### src/rtl/gtwizard_0_reset_pkg.sv
// Shared definitions for the GT reset path: FSM states and cycle-count helpers.
package gtwizard_0_reset_pkg;

  typedef enum logic [2:0] {
    ST_IDLE        = 3'd0,
    ST_WAIT_LOCK   = 3'd1,
    ST_LOCK_FILTER = 3'd2,
    ST_READY       = 3'd3,
    ST_RESET_HOLD  = 3'd4,
    ST_FAILED      = 3'd5
  } qpll_state_t;

  // Ceiling log2, never less than 1 so it can size a vector directly.
  function automatic int clog2(input int value);
    int r;
    r = 0;
    for (int i = 0; i < 31; i++)
      if ((1 << i) < value) r = i + 1;
    return (r < 1) ? 1 : r;
  endfunction

  // Convert a duration in ns to whole STABLE_CLOCK cycles.
  function automatic int ns_to_cycles(input int ns, input int period_ns);
    return ns / period_ns;
  endfunction

endpackage

### src/rtl/gtwizard_0_sync_block.sv
// Two-flop synchronizer for single-bit async status signals.
module gtwizard_0_sync_block #(
  parameter bit USE_ASYNC_REG = 1'b1
) (
  input  logic i_clk,
  input  logic i_data,
  output logic o_data
);

  if (USE_ASYNC_REG) begin : g_async
    (* ASYNC_REG = "TRUE" *) logic r_meta;
    (* ASYNC_REG = "TRUE" *) logic r_sync;
    // Metastability settling chain, kept together by placement attributes.
    always_ff @(posedge i_clk) begin
      r_meta <= i_data;
      r_sync <= r_meta;
    end
    assign o_data = r_sync;
  end else begin : g_plain
    logic r_meta;
    logic r_sync;
    // Same chain without placement attributes.
    always_ff @(posedge i_clk) begin
      r_meta <= i_data;
      r_sync <= r_meta;
    end
    assign o_data = r_sync;
  end

endmodule

### src/rtl/gtwizard_0_qpll_lock_monitor.sv
// Forwards the common QPLL reset, debounces QPLLLOCK, retries on timeout
// and recovers automatically from loss of lock.
module gtwizard_0_qpll_lock_monitor
  import gtwizard_0_reset_pkg::*;
#(
  parameter int STABLE_CLOCK_PERIOD = 8,
  parameter int LOCK_TIMEOUT_NS     = 100000,
  parameter int LOCK_STABLE_CYCLES  = 64,
  parameter int MAX_RETRIES         = 3,
  parameter int RESET_PULSE_CYCLES  = 4
) (
  input  logic                                STABLE_CLOCK,
  input  logic                                SOFT_RESET,
  input  logic                                COMMON_RESET_IN,
  input  logic                                QPLLLOCK,
  output logic                                QPLL_RESET_OUT,
  output logic                                QPLL_READY,
  output logic                                LOCK_LOST,
  output logic [clog2(MAX_RETRIES+1)-1:0]     RETRY_COUNT,
  output logic                                QPLL_FAIL
);

  localparam int TIMEOUT_CYCLES = ns_to_cycles(LOCK_TIMEOUT_NS, STABLE_CLOCK_PERIOD);
  localparam int TMO_W  = clog2(TIMEOUT_CYCLES);
  localparam int STAB_W = clog2(LOCK_STABLE_CYCLES + 1);
  localparam int HOLD_W = clog2(RESET_PULSE_CYCLES);
  localparam int RTY_W  = clog2(MAX_RETRIES + 1);

  qpll_state_t       r_state, w_state_nxt;
  logic [TMO_W-1:0]  r_tmo_cnt;
  logic [STAB_W-1:0] r_stab_cnt;
  logic [HOLD_W-1:0] r_hold_cnt;
  logic [RTY_W-1:0]  r_retry;
  logic              r_reset_out;
  logic              r_lock_lost;
  logic              w_lock_s;
  logic              w_tmo_done, w_stab_done, w_hold_done, w_rty_max;
  logic              w_retry_inc, w_retry_clr, w_lost_set;

  gtwizard_0_sync_block #(.USE_ASYNC_REG(1'b1)) u_lock_sync (
    .i_clk  (STABLE_CLOCK),
    .i_data (QPLLLOCK),
    .o_data (w_lock_s)
  );

  assign w_tmo_done  = (r_tmo_cnt  == TMO_W'(TIMEOUT_CYCLES - 1));
  assign w_stab_done = (r_stab_cnt == STAB_W'(LOCK_STABLE_CYCLES - 1));
  assign w_hold_done = (r_hold_cnt == HOLD_W'(RESET_PULSE_CYCLES - 1));
  assign w_rty_max   = (r_retry    == RTY_W'(MAX_RETRIES));

  // Next state: a common reset restarts acquisition from any state; a timeout
  // retries until the budget is spent; stable completion beats a timeout.
  always_comb begin
    w_state_nxt = r_state;
    w_retry_inc = 1'b0;
    w_retry_clr = 1'b0;
    w_lost_set  = 1'b0;
    if (COMMON_RESET_IN) begin
      w_state_nxt = ST_WAIT_LOCK;
      w_retry_clr = 1'b1;
    end else begin
      case (r_state)
        ST_IDLE: ;
        ST_WAIT_LOCK: begin
          if (w_lock_s) w_state_nxt = ST_LOCK_FILTER;
          else if (w_tmo_done) begin
            if (w_rty_max) w_state_nxt = ST_FAILED;
            else begin
              w_state_nxt = ST_RESET_HOLD;
              w_retry_inc = 1'b1;
            end
          end
        end
        ST_LOCK_FILTER: begin
          if (w_lock_s && w_stab_done) w_state_nxt = ST_READY;
          else if (w_tmo_done) begin
            if (w_rty_max) w_state_nxt = ST_FAILED;
            else begin
              w_state_nxt = ST_RESET_HOLD;
              w_retry_inc = 1'b1;
            end
          end else if (!w_lock_s) w_state_nxt = ST_WAIT_LOCK;
        end
        ST_READY: begin
          if (!w_lock_s) begin
            w_state_nxt = ST_RESET_HOLD;
            w_retry_clr = 1'b1;
            w_lost_set  = 1'b1;
          end
        end
        ST_RESET_HOLD: if (w_hold_done) w_state_nxt = ST_WAIT_LOCK;
        ST_FAILED: ;
        default: w_state_nxt = ST_IDLE;
      endcase
    end
  end

  // State, counters and registered outputs. The timeout counter runs across
  // WAIT_LOCK/LOCK_FILTER so lock glitches cannot extend the timeout window.
  always_ff @(posedge STABLE_CLOCK) begin
    if (SOFT_RESET) begin
      r_state     <= ST_IDLE;
      r_tmo_cnt   <= '0;
      r_stab_cnt  <= '0;
      r_hold_cnt  <= '0;
      r_retry     <= '0;
      r_reset_out <= 1'b0;
      r_lock_lost <= 1'b0;
    end else begin
      r_state     <= w_state_nxt;
      r_reset_out <= COMMON_RESET_IN | (r_state == ST_RESET_HOLD);
      if (w_lost_set) r_lock_lost <= 1'b1;

      if (w_retry_clr)      r_retry <= '0;
      else if (w_retry_inc) r_retry <= r_retry + RTY_W'(1);

      if (COMMON_RESET_IN) r_tmo_cnt <= '0;
      else if (r_state == ST_WAIT_LOCK || r_state == ST_LOCK_FILTER) begin
        if (!w_tmo_done) r_tmo_cnt <= r_tmo_cnt + TMO_W'(1);
      end else r_tmo_cnt <= '0;

      if (COMMON_RESET_IN || r_state != ST_LOCK_FILTER) r_stab_cnt <= '0;
      else if (w_lock_s && !w_stab_done) r_stab_cnt <= r_stab_cnt + STAB_W'(1);

      if (r_state == ST_RESET_HOLD && !w_hold_done) r_hold_cnt <= r_hold_cnt + HOLD_W'(1);
      else r_hold_cnt <= '0;
    end
  end

  assign QPLL_RESET_OUT = r_reset_out;
  assign QPLL_READY     = (r_state == ST_READY);
  assign QPLL_FAIL      = (r_state == ST_FAILED);
  assign LOCK_LOST      = r_lock_lost;
  assign RETRY_COUNT    = r_retry;

endmodule

### config.mk
export PLATFORM = sky130hd
export DESIGN_NAME = gtwizard_0_qpll_lock_monitor
export DESIGN_NICKNAME = d
export VERILOG_FILES = /design/src/rtl/gtwizard_0_reset_pkg.sv /design/src/rtl/gtwizard_0_sync_block.sv /design/src/rtl/gtwizard_0_qpll_lock_monitor.sv
export SDC_FILE = /design/constraint.sdc
export NUM_CORES = 1
export LEC_CHECK = 0
export ABC_AREA = 1
export BUFFER_PORTS_ARGS = -buffer_cell sky130_fd_sc_hd__buf_2
export CAP_MARGIN = 40
export CELL_PAD_IN_SITES_DETAIL_PLACEMENT = 0
export CELL_PAD_IN_SITES_GLOBAL_PLACEMENT = 1
export CORE_MARGIN = 4
export CORE_UTILIZATION = 43
export DETAILED_ROUTE_END_ITERATION = 10
export PLACE_DENSITY = 0.84
export REMOVE_ABC_BUFFERS = 1
export SLEW_MARGIN = 20
export SYNTH_ARGS = -nofsm -noshare
export SYNTH_HDL_FRONTEND = slang
export SYNTH_HIERARCHICAL = 1
export SYNTH_SLANG_ARGS = --single-unit
### constraint.sdc
create_clock -name STABLE_CLOCK -period 1.71 [get_ports STABLE_CLOCK]
set_input_delay 0.0855 -clock STABLE_CLOCK [delete_from_list [all_inputs] [get_ports STABLE_CLOCK]]
set_output_delay 0.0855 -clock STABLE_CLOCK [all_outputs]
set_load 0.01 [all_outputs]
==> results.tsv, run 1 <==
stage	metric	value	unit
synthesis	dominantRegCellSynth	dfxtp_1	
min_path	hp-class	in2reg	
route	wl	3010	um
timing	rsz0062_at_grt	false	
place	gp_congestion	0.796	
place	dp_cells	284	
clock_tree	cts_setup_buffers	0	
route	ant_nets	0	
power	p_leak	0.749	nW
timing	worst_pin_slew	0.269	ns
synthesis	async_flop_share	0	%
route	drc_errors	0	
clock_tree	cts_tree	done	
timing	fmax	643	MHz
timing	fin_crit_sh	90.9	%
synthesis	yosys.area.top_type	dfxtp_1	
synthesis	yosys_warnings	6	
power	power	1.35	mW
critical_path	worstSetupEndpointType	flip-flop	
finish	layout.cells.non_filler	290	
synthesis	yosysSeqAreaShare	39.7	%
finish	syn2layout_area_growth	11.9	%
finish	drive_gt1_share	17.8	%
min_path	min_path_cells	2	
route	via_count	1366	
clock_tree	clk_pin_slew	0.06	ns
critical_path	r2r_setup_slack	0.15	ns
critical_path	worst-path-max-fanout	4	
critical_path	arrival	1.72	ns
timing	slew_viol_final	0	
critical_path	r2r_start	r_tmo_cnt[0]$_SDFFE_PP0N_	
route	wl_per_cell	10.4	um
synthesis	syn_inst	226	
synthesis	synth-edff-count	0	
clock_tree	clockBufferDepth	2	
finish	finalCoreUtilization	49.7	%
critical_path	path_cells	ha_1 -> nand4_1 -> nor2_1 -> nand2_1 -> nand2_1 -> nand2_2 -> nor3_1 -> nor2_1	
finish	n_antenna_cell	0	
synthesis	syn_area	1620	um^2
clock_tree	cts_buffers	5	
timing	setup_viol	0	
status	status	completed	
critical_path	r2r_cells	8	
critical_path	cpMaxStageDelayCell	dfxtp_1	
clock_tree	numClockSinks	32	
timing	layout_min_cycle_time	1.56	ns
min_path	min_to	QPLL_RESET_OUT$_SDFF_PP0_	
critical_path	criticalPathCategory	reg2reg	
critical_path	worstPathRequired	1.87	ns
critical_path	timing.rr.end	r_state[2]$_SDFFE_PP0P_	
grt	grt_overflow_total	0	
grt	grt_pass1_vias	1215	
route	drt_pass1_iterations	4	
clock_tree	htreeDepth	2	
grt	grt_max_degree	10	
die	die_w	69.3	um
timing	setup_tns	0	ns
timing	hold_viol	0	
synthesis	avgSynthCellArea	7.15	um^2
critical_path	critPathLaunchType	flip-flop	
synthesis	synthTopCellsByArea	dfxtp_1 40%, nand2_1 11%, nor2_1 6.7%	
route	via_per_inst	4.71	
route	drtIter0Drc	140	
timing	worst_slack	0.155	ns
synthesis	yosysUniqueCellTypes	28	
die	ios	10	
grt	antenna_found_initial	0	
grt	grt_pass1_wl	5190	um
critical_path	cpPeakStageDelay	0.39	ns
grt	grt_use_total	13.2	%
die	dieHeight	69.3	um
finish	nNetsFinal	252	
place	portBuffers	9	
power	peakVddDrop	0.449	mV
clock_tree	cts-root-buf	clkbuf_8	
die	core_area	3630	um^2
place	pre_cts_ws	0.168	ns
die	initial_utilization	44.5	%
place	dpl.hpwl	2380	um
die	fp-row-count	22	
synthesis	netlist.area_leader.share	39.7	%
timing	fin_skew	0.00306	ns
synthesis	synth-seq-cells	32	
flow_run	cap_violations	0	
clock_tree	clkLatencyLatePin	0.27	ns
die	die-area	4800	um^2
min_path	min_from	SOFT_RESET	
power	p_per_area	748	nW/um^2
timing	slew-limit-headroom	82.0	%
## how the worst max path moves through the flow
stage               slack [ns]                 startpoint  depth (start not counted)                 endpoint
finish                    0.15  r_tmo_cnt[0]$_SDFFE_PP0N_                          8  r_state[2]$_SDFFE_PP0P_
global route              0.02  r_tmo_cnt[0]$_SDFFE_PP0N_                         10  r_state[0]$_SDFFE_PP0P_
CTS                       0.16  r_tmo_cnt[0]$_SDFFE_PP0N_                          8  r_state[2]$_SDFFE_PP0P_
detailed placement        0.17  r_tmo_cnt[0]$_SDFFE_PP0N_                          8  r_state[2]$_SDFFE_PP0P_
global placement          0.19  r_tmo_cnt[0]$_SDFFE_PP0N_                          8  r_state[2]$_SDFFE_PP0P_
floorplan                 0.32  r_tmo_cnt[0]$_SDFFE_PP0N_                         10  r_state[0]$_SDFFE_PP0P_
## layout by cell type, fill, tap and decap left out, types with 6 or more instances in the layout
master,netlist,routed
nand4_1,6,6
nand2_1,46,46
nor2_1,29,29
dfxtp_1,32,32
o21ai_0,7,7
buf_2,0,9
nand3_1,11,11
a21oi_1,20,20
inv_1,27,27
nand2_2,8,8
## final cells by class
| type | count | area (um^2) |
|---|---|---|
| Clock buffer | 5 | 68.8 |
| Fill cell | 389 | 1830 |
| Inverter | 33 | 124 |
| Multi-Input combinational cell | 161 | 851 |
| Sequential cell | 32 | 641 |
| Tap cell | 48 | 60.1 |
| Timing Repair Buffer | 11 | 62.6 |
## cell usage after synthesis (2+ instances only)
cell / count
nand2_1: 46
dfxtp_1: 32
nor2_1: 29
inv_1: 27
a21oi_1: 20
nand3_1: 11
nand2_2: 8
o21ai_0: 7
nand4_1: 6
inv_2: 5
nor3_1: 5
ha_1: 4
nor2_2: 4
o21a_1: 3
xor2_1: 3
nand3_2: 2
nor2_4: 2
or2_2: 2
## where the power goes
part	internal [mW]	switching (mW)	total, mW
sequential	0.756	0.00966	0.765
combinational	0.0316	0.0551	0.0868
clock	0.261	0.238	0.500
## flip-flops by register name (all words and copies together), names as in the netlist
register                    flops
r_hold_cnt                      2
RETRY_COUNT                     2
r_state                         3
r_tmo_cnt                      14
u_lock_sync/o_data              1
QPLL_RESET_OUT                  1
u_lock_sync/g_async.r_meta      1
r_stab_cnt                      7
LOCK_LOST                       1
## per-stage QoR
| stage | hold WS [ns] | instance area [um^2] |
|---|---|---|
| after floorplan | 0.113 | 1620 |
| after global placement | 0.188 | 1730 |
| after detailed placement | 0.190 | 1730 |
| final | 0.0213 | 1810 |
| after CTS | 0.0185 | 1810 |
| after global routing | 0.0308 | 1810 |
## critical path: cells and delay by family, from the launching register on
| family | cells | cell delay [ns] |
|---|---|---|
| simple gates | 7 | 0.81 |
| flops | 1 | 0.39 |
| fa+ha+maj | 1 | 0.24 |
## layer usage
| layer | vias up | track usage [%] | share of wire [%] |
|---|---|---|---|
| met5 | - | 0 | 0 |
| met4 | 0 | 5.86 | 1.3 |
| met3 | 4 | 4.35 | 3.1 |
| met2 | 14 | 19.3 | 43 |
| met1 | 587 | 17.7 | 53 |
| li1 | 761 | - | - |
## what timing repair did
| item | in CTS | in global routing |
|---|---|---|
| endpoints found under the hold margin | 1 | 0 |
| hold buffers | 1 | 0 |
| resized for setup | 0 | 0 |
| setup endpoints to repair | 0 | 0 |
## logic make-up after synthesis
kind of cell | share of synthesized area [%]
DFF | 39.7
and+or+nand+nor | 35.4
xor gates and xnor gates | 1.63
buffers and inverters | 7.67
AOI/OAI and AO/OA | 12.5
adders and majority gates | 3.10
Power figures use the tool's default switching activity.
==> run 2: changes to the inputs <==
ABC_AREA = unset   (was 1)
CORE_UTILIZATION = 47   (was 43)
CTS_BUF_LIST = sky130_fd_sc_hd__clkbuf_8   (was unset)
PLACE_DENSITY = 0.87   (was 0.84)
==> run 2 against run 1 <==
  * The run now ends with negative setup slack left
  * Final cell count fell by 12%
  * First-iteration DRC count shrank 67%
  * Maximum frequency decreased by 16%
  * Sequential power about the same
  * Clock power is 21% higher
  * Register-to-register slack worse by 0.30 ns
  * Area after synthesis decreased by 4.4%
  * Combinational power increased by 43%
  * Critical endpoint unchanged
==> results.tsv, run 2 <==
stage	metric	value	unit	change
clock_tree	clk_pin_slew	0.07	ns	about the same
synthesis	yosys.area.top_type	dfxtp_1		
critical_path	worst-path-max-fanout	4		unchanged
die	fp-row-count	20		-9.1%
timing	worst_slack	-0.144	ns	-0.299 ns
route	via_count	1368		+0.15%
power	p_per_area	778	nW/um^2	+4.0%
route	drc_errors	0		unchanged
place	pre_cts_ws	-0.196	ns	-0.364 ns
synthesis	yosys_warnings	6		unchanged
power	intPower	1.13	mW	+7.8%
finish	layout.cells.non_filler	255		-12%
route	wl	3320	um	+10%
timing	setup_viol	6		+6
route	via_per_inst	5.36		+14%
die	initial_utilization	49.8	%	+5.3 points
die	die_w	65.3	um	-5.7%
timing	slew_viol_final	0		unchanged
critical_path	arrival	2.04	ns	+0.32 ns
place	gp_congestion	0.794		-0.23%
route	drt_pass1_iterations	4		unchanged
power	p_sw_share	24.3	%	+1.9 points
grt	grt_use_total	17.4	%	+4.1 points
min_path	hp-class	in2reg		
grt	grt_max_degree	15		+5
route	drtIter0Drc	46		-67%
synthesis	syn_inst	177		-22%
power	p_leak	0.776	nW	+3.5%
critical_path	path_delay_family	simple AND/OR/NAND/NOR gates		
grt	grt_pass1_wl	5680	um	+9.4%
finish	regMostFlops	r_tmo_cnt		
clock_tree	cts-root-buf	clkbuf_8		
synthesis	synth-seq-cells	32		unchanged
finish	n_antenna_cell	0		unchanged
synthesis	dominantRegCellSynth	dfxtp_1		
critical_path	crit_buf_inv	0		unchanged
die	ios	10		unchanged
place	dpl.hpwl	2310	um	-3.1%
synthesis	async_flop_share	0	%	unchanged
timing	worst_pin_slew	0.460	ns	+0.191 ns
timing	hold_viol	0		unchanged
place	dp_cells	242		-15%
finish	nNetsFinal	218		-13%
finish	final_common_cell	nor2_1		
die	die-area	4270	um^2	-11%
power	power_frac_seq	51.1	%	-5.5 points
power	pwr-share-clk	40.6	%	+3.6 points
timing	fin_crit_sh	108	%	+17 points
clock_tree	numClockSinks	32		unchanged
power	p_sw	0.363	mW	+20%
finish	reg.largest.list	r_tmo_cnt x14, r_stab_cnt x7, r_state x3		
critical_path	cpPeakStageDelay	0.55	ns	+0.16 ns
grt	grt_overflow_total	0		unchanged
critical_path	criticalPathCategory	reg2reg		
synthesis	synthTopCellsByArea	dfxtp_1 41%, nor2_1 7.8%, xor2_1 5.1%		
grt	grt_pass1_vias	1331		+9.5%
clock_tree	clockBufferDepth	2		unchanged
synthesis	avgSynthCellArea	8.72	um^2	+22%
clock_tree	htreeDepth	2		unchanged
route	wl_per_cell	13.0	um	+25%
synthesis	synth_common_cells	32 x dfxtp_1, 32 x nor2_1, 10 x nand2_1		
timing	fin_skew	0.00460	ns	+0.00154 ns
critical_path	critPathLaunchType	flip-flop		
timing	fmax	539	MHz	-16%
power	peakVddDrop	0.573	mV	+28%
flow_run	cap_violations	0		unchanged
die	dieHeight	65.3	um	-5.7%
power	comb_power_share	8.3	%	+1.9 points
synthesis	yosysSeqAreaShare	41.5	%	+1.8 points
critical_path	path_cells	or4b_4 -> nor4_4 -> a211o_2 -> nand2b_4 -> o41ai_2		
critical_path	worstPathRequired	1.90	ns	+0.03 ns
finish	syn2layout_area_growth	24.4	%	
clock_tree	cts_tree	done		
place	portBuffers	9		unchanged
synthesis	yosysUniqueCellTypes	38		+36%
synthesis	netlist.area_leader.share	41.5	%	+1.8 points
clock_tree	clkLatencyLatePin	0.29	ns	+0.02 ns
finish	drive_gt1_share	24.6	%	+6.9 points
status	violations	negative setup slack		
synthesis	syn_area	1540	um^2	-4.4%
clock_tree	cts_buffers	5		unchanged
status	status	complete, but fails checks		
timing	slew-limit-headroom	69.1	%	-13 points
timing	rsz0062_at_grt	true		
grt	antenna_found_initial	0		unchanged
timing	layout_min_cycle_time	1.85	ns	+0.299 ns
finish	final_cell_mix	32 x nor2_1, 28 x dfxtp_1, 22 x buf_4		
synthesis	synth-edff-count	0		unchanged
critical_path	worstSetupEndpointType	flip-flop		
finish	largest_reg_flops	14		unchanged
route	ant_nets	0		unchanged
die	core_area	3100	um^2	-15%
critical_path	cpMaxStageDelayCell	or4b_4		
run 2: final cells by class:
class	count	area [um^2]
fillers	294	1180
repair buffers	33	231
multi-input cells	133	875
clock inverters	2	10.0
well taps	44	55.1
clock buffers	6	82.6
inverters	5	18.8
flip-flops and latches	32	648
run 2: power groups by stage:
stage | registers (mW) | logic, mW | clock network [mW]
after floorplan | 0.786 | 0.0627 | 0
after global placement | 0.782 | 0.113 | 0
after detailed placement | 0.782 | 0.116 | 0
after CTS | 0.765 | 0.118 | 0.633
after global routing | 0.765 | 0.136 | 0.667
final | 0.764 | 0.124 | 0.607
run 2: cell families after synthesis:
kind of cell | Yosys count | synth area share (%)
buffers and inverters | 12 | 2.92
XOR/XNOR | 16 | 9.08
AO/OA/AOI/OAI | 23 | 10.7
flip-flops | 32 | 41.5
adder cells (fa/ha/maj) | 4 | 3.24
multiplexers | 3 | 1.94
AND/OR/NAND/NOR | 87 | 30.6
run 2: per-layer routing:
layer  wire length, um  global-route usage (%)  part of all wire [%]  vias to the layer above
li1                  -                       -                     -                      695
met1              1460                    19.2                    44                      646
met5                 0                       0                     0                        -
met4                66                    9.07                   2.0                        0
met3               123                    5.81                   3.7                        5
met2              1680                    29.3                    50                       22
run 2: repair_timing:
| action | CTS | global route |
|---|---|---|
| pin swaps | 2 | 8 |
| hold buffers | 1 | 0 |
| endpoints found under the hold margin | 1 | 0 |
| setup endpoints to repair | 9 | 12 |
| buffers inserted | 2 | 2 |
| gates resized for setup | 4 | 6 |
run 2: final timing paths:
check / startpoint / endpoint / slack [ns] / cells past startpoint
worst max-delay path: r_tmo_cnt[9]$_SDFFE_PP0N_ / r_state[2]$_SDFFE_PP0P_ / -0.14 / 5
worst min-delay path: SOFT_RESET / LOCK_LOST$_SDFFE_PP0P_ / 0.08 / 2
worst max register to register: r_tmo_cnt[9]$_SDFFE_PP0N_ / r_state[2]$_SDFFE_PP0P_ / -0.14 / 5
worst min register to register: u_lock_sync/g_async.r_meta$_DFF_P_ / u_lock_sync/o_data$_DFF_P_ / 0.33 / 0
run 2: metrics by stage:
step | TNS (ns) | total power, mW | util [%] | hold slack [ns] | instance area, um^2
floorplan | -0.565 | 0.848 | - | 0.113 | 1520
global placement | -0.674 | 0.895 | 56.7 | 0.189 | 1760
detailed placement | -0.985 | 0.897 | 56.7 | 0.190 | 1760
CTS | -0.487 | 1.52 | 60.9 | 0.0682 | 1890
global route | -0.992 | 1.57 | 61.9 | 0.0761 | 1920
finish | -0.387 | 1.49 | 61.9 | 0.0774 | 1920
run 2: worst reg2reg max path, cell delays in order (launching register included):
cell and delay [ns]:
dfxtp_4 0.35, or4b_4 0.55, nor4_4 0.30, a211o_2 0.20, nand2b_4 0.06, o41ai_2 0.30
==> run 3: changes to the inputs <==
--- a/config.mk
+++ b/config.mk
@@ -8,8 +8,8 @@
 export BUFFER_PORTS_ARGS = -buffer_cell sky130_fd_sc_hd__buf_2
 export CAP_MARGIN = 40
-export CELL_PAD_IN_SITES_DETAIL_PLACEMENT = 0
-export CELL_PAD_IN_SITES_GLOBAL_PLACEMENT = 1
+export CELL_PAD_IN_SITES_DETAIL_PLACEMENT = 1
+export CELL_PAD_IN_SITES_GLOBAL_PLACEMENT = 2
 export CORE_MARGIN = 4
-export CORE_UTILIZATION = 47
+export CORE_UTILIZATION = 38
 export CTS_BUF_LIST = sky130_fd_sc_hd__clkbuf_8
 export DETAILED_ROUTE_END_ITERATION = 10
==> constraint.sdc (replaced) <==
create_clock -name STABLE_CLOCK -period 1.71 [get_ports STABLE_CLOCK]
set_input_delay 0.0855 -clock STABLE_CLOCK [delete_from_list [all_inputs] [get_ports STABLE_CLOCK]]
set_output_delay 0.0855 -clock STABLE_CLOCK [all_outputs]
set_load 0.005 [all_outputs]
==> run 3 against run 2 <==
  * The run still ends with negative setup slack left
  * Utilization shrank 7.4 points
  * Clock skew grew 0.0014 ns
  * Non-clock buffer count grew 7
  * Worst setup slack gained 0.015 ns
  * Sequential power is essentially flat
  * Critical path depth grew 1
  * Critical path type unchanged
  * Critical endpoint is now r_state[0]$_SDFFE_PP0P_
==> results.tsv, run 3 (synthesis results as in run 2) <==
stage	metric	value	unit	change
grt	grt_pass1_wl	6960	um	+23%
clock_tree	clockBufferDepth	2		unchanged
finish	largest_reg_flops	14		unchanged
timing	fin_crit_sh	108	%	-0.86 points
route	wl_per_cell	15.8	um	+21%
critical_path	worstSetupEndpointType	flip-flop		
timing	layout_min_cycle_time	1.84	ns	-0.0147 ns
power	p_per_area	745	nW/um^2	-4.2%
critical_path	arrival	2.05	ns	about the same
die	dieHeight	71.7	um	+9.8%
timing	worst_pin_slew	0.401	ns	-0.0586 ns
place	pre_cts_ws	-0.163	ns	+0.0326 ns
die	ios	10		unchanged
finish	final_area	2070	um^2	+7.7%
timing	slew_viol_final	0		unchanged
route	drtIter0Drc	63		+37%
clock_tree	cts_buffers	5		unchanged
grt	grt_max_degree	15		unchanged
clock_tree	clk_pin_slew	0.06	ns	about the same
route	drt_pass1_iterations	4		unchanged
clock_tree	cts_tree	done		
critical_path	worstPathRequired	1.92	ns	+0.02 ns
die	core_area	3800	um^2	+22%
grt	grt_overflow_total	0		unchanged
flow_run	cap_violations	0		unchanged
min_path	min_to	QPLL_RESET_OUT$_SDFF_PP0_		
critical_path	critPathLaunchType	flip-flop		
route	via_per_inst	5.39		+0.45%
finish	final_cell_mix	31 x nor2_1, 26 x dfxtp_1, 26 x buf_4		
grt	grt_pass1_vias	1481		+11%
critical_path	r2r_setup_slack	-0.13	ns	about the same
finish	nNetsFinal	225		+3.2%
critical_path	r2r_cells	6		+1
status	violations	negative setup slack		
clock_tree	numClockSinks	32		unchanged
critical_path	cpPeakStageDelay	0.54	ns	about the same
finish	regMostFlops	r_tmo_cnt		
timing	slew-limit-headroom	73.0	%	+3.9 points
timing	hold_viol	0		unchanged
finish	drive_gt1_share	33.2	%	+8.5 points
critical_path	timing.rr.end	r_state[0]$_SDFFE_PP0P_		
die	die-area	5150	um^2	+21%
clock_tree	clkLatencyLatePin	0.29	ns	about the same
die	fp-row-count	22		+10%
power	peakVddDrop	0.368	mV	-36%
status	status	complete, but fails checks		
place	placed_area	1800	um^2	+2.0%
min_path	hp-class	in2reg		
timing	worst_slack	-0.129	ns	+0.0147 ns
die	initial_utilization	40.6	%	-9.1 points
place	dpl.hpwl	2910	um	+26%
clock_tree	htreeDepth	2		unchanged
clock_tree	cts-root-buf	clkbuf_8		
place	gp_congestion	0.769		-3.1%
timing	rsz0062_at_grt	true		
finish	final_common_cell	nor2_1		
min_path	min_from	SOFT_RESET		
critical_path	path_cells	or4b_4 -> nor4_4 -> a211o_2 -> buf_6 -> o311ai_2 -> a31oi_1		
timing	setup_viol	10		+4
min_path	min_path_cells	2		unchanged
route	wl	4200	um	+26%
critical_path	cpMaxStageDelayCell	or4b_4		
finish	syn2layout_area_growth	34.0	%	
grt	grt_use_total	17.5	%	+0.083 points
power	p_leak	0.843	nW	+8.7%
critical_path	r2r_start	r_tmo_cnt[2]$_SDFFE_PP0N_		
timing	fmax	544	MHz	+0.80%
die	die_w	71.7	um	+9.8%
route	via_count	1428		+4.4%
critical_path	worst-path-max-fanout	4		unchanged
critical_path	criticalPathCategory	reg2reg		
finish	reg.largest.list	r_tmo_cnt x14, r_stab_cnt x7, r_state x3		
finish	n_antenna_cell	0		unchanged
route	drc_errors	0		unchanged
route	ant_nets	0		unchanged
grt	antenna_found_initial	0		unchanged
place	portBuffers	9		unchanged
timing	fin_skew	0.00596	ns	+0.00135 ns
## run 3: worst max-delay path: cells and delay by family (launching register included)
kind | cells | cell delay (ns)
AOI/OAI and AO/OA | 3 | 0.43
buffers and inverters | 1 | 0.12
DFF | 1 | 0.32
and+or+nand+nor | 2 | 0.90
## run 3: metrics by stage
step                utilization, %  setup TNS (ns)  cells  hold WS (ns)  power, mW
floorplan                        -          -0.565    170         0.113      0.848
global placement              47.3          -0.337    250         0.192      0.899
detailed placement            47.3          -0.924    250         0.192      0.902
CTS                           51.5          -0.596    263        0.0682       1.54
global route                  54.4           -1.37    265        0.0902       1.60
finish                        54.4          -0.785    265        0.0638       1.54
## run 3: power breakdown
group	internal (mW)	switching (mW)	leakage [nW]	total, mW
Sequential	0.756	0.00933	0.262	0.765
Clock	0.358	0.276	0.0503	0.634
Combinational	0.0643	0.0772	0.530	0.141
Total	1.18	0.363	0.843	1.54
## run 3: worst max-delay path by stage
stage | start | endpoint | cells past startpoint
final | r_tmo_cnt[2]$_SDFFE_PP0N_ | r_state[0]$_SDFFE_PP0P_ | 6
after global routing | r_tmo_cnt[2]$_SDFFE_PP0N_ | RETRY_COUNT[1]$_SDFFE_PP0P_ | 5
after CTS | r_tmo_cnt[2]$_SDFFE_PP0N_ | RETRY_COUNT[1]$_SDFFE_PP0P_ | 5
after detailed placement | r_tmo_cnt[9]$_SDFFE_PP0N_ | RETRY_COUNT[1]$_SDFFE_PP0P_ | 5
after global placement | r_tmo_cnt[9]$_SDFFE_PP0N_ | r_state[2]$_SDFFE_PP0P_ | 5
after floorplan | r_tmo_cnt[9]$_SDFFE_PP0N_ | r_state[2]$_SDFFE_PP0P_ | 5
## run 3: layer usage
metal	track usage, %	part of all wire (%)
met4	8.14	2.0
met1	21.2	46
met3	3.37	2.6
met2	29.5	49
met5	0	0
## run 3: layout make-up
cell class / count / area, um^2
clock buffers: 7 / 96.3
fillers: 440 / 1730
inverters: 5 / 18.8
multi-input cells: 133 / 950
flip-flops and latches: 32 / 648
well taps: 48 / 60.1
repair buffers: 40 / 295
## run 3: repair_timing
action,in CTS,in global routing
hold buffers,1,0
resized for setup,6,23
endpoints found under the setup margin,11,14
pin swaps,9,9
hold endpoints to repair,1,0
buffers inserted,5,2
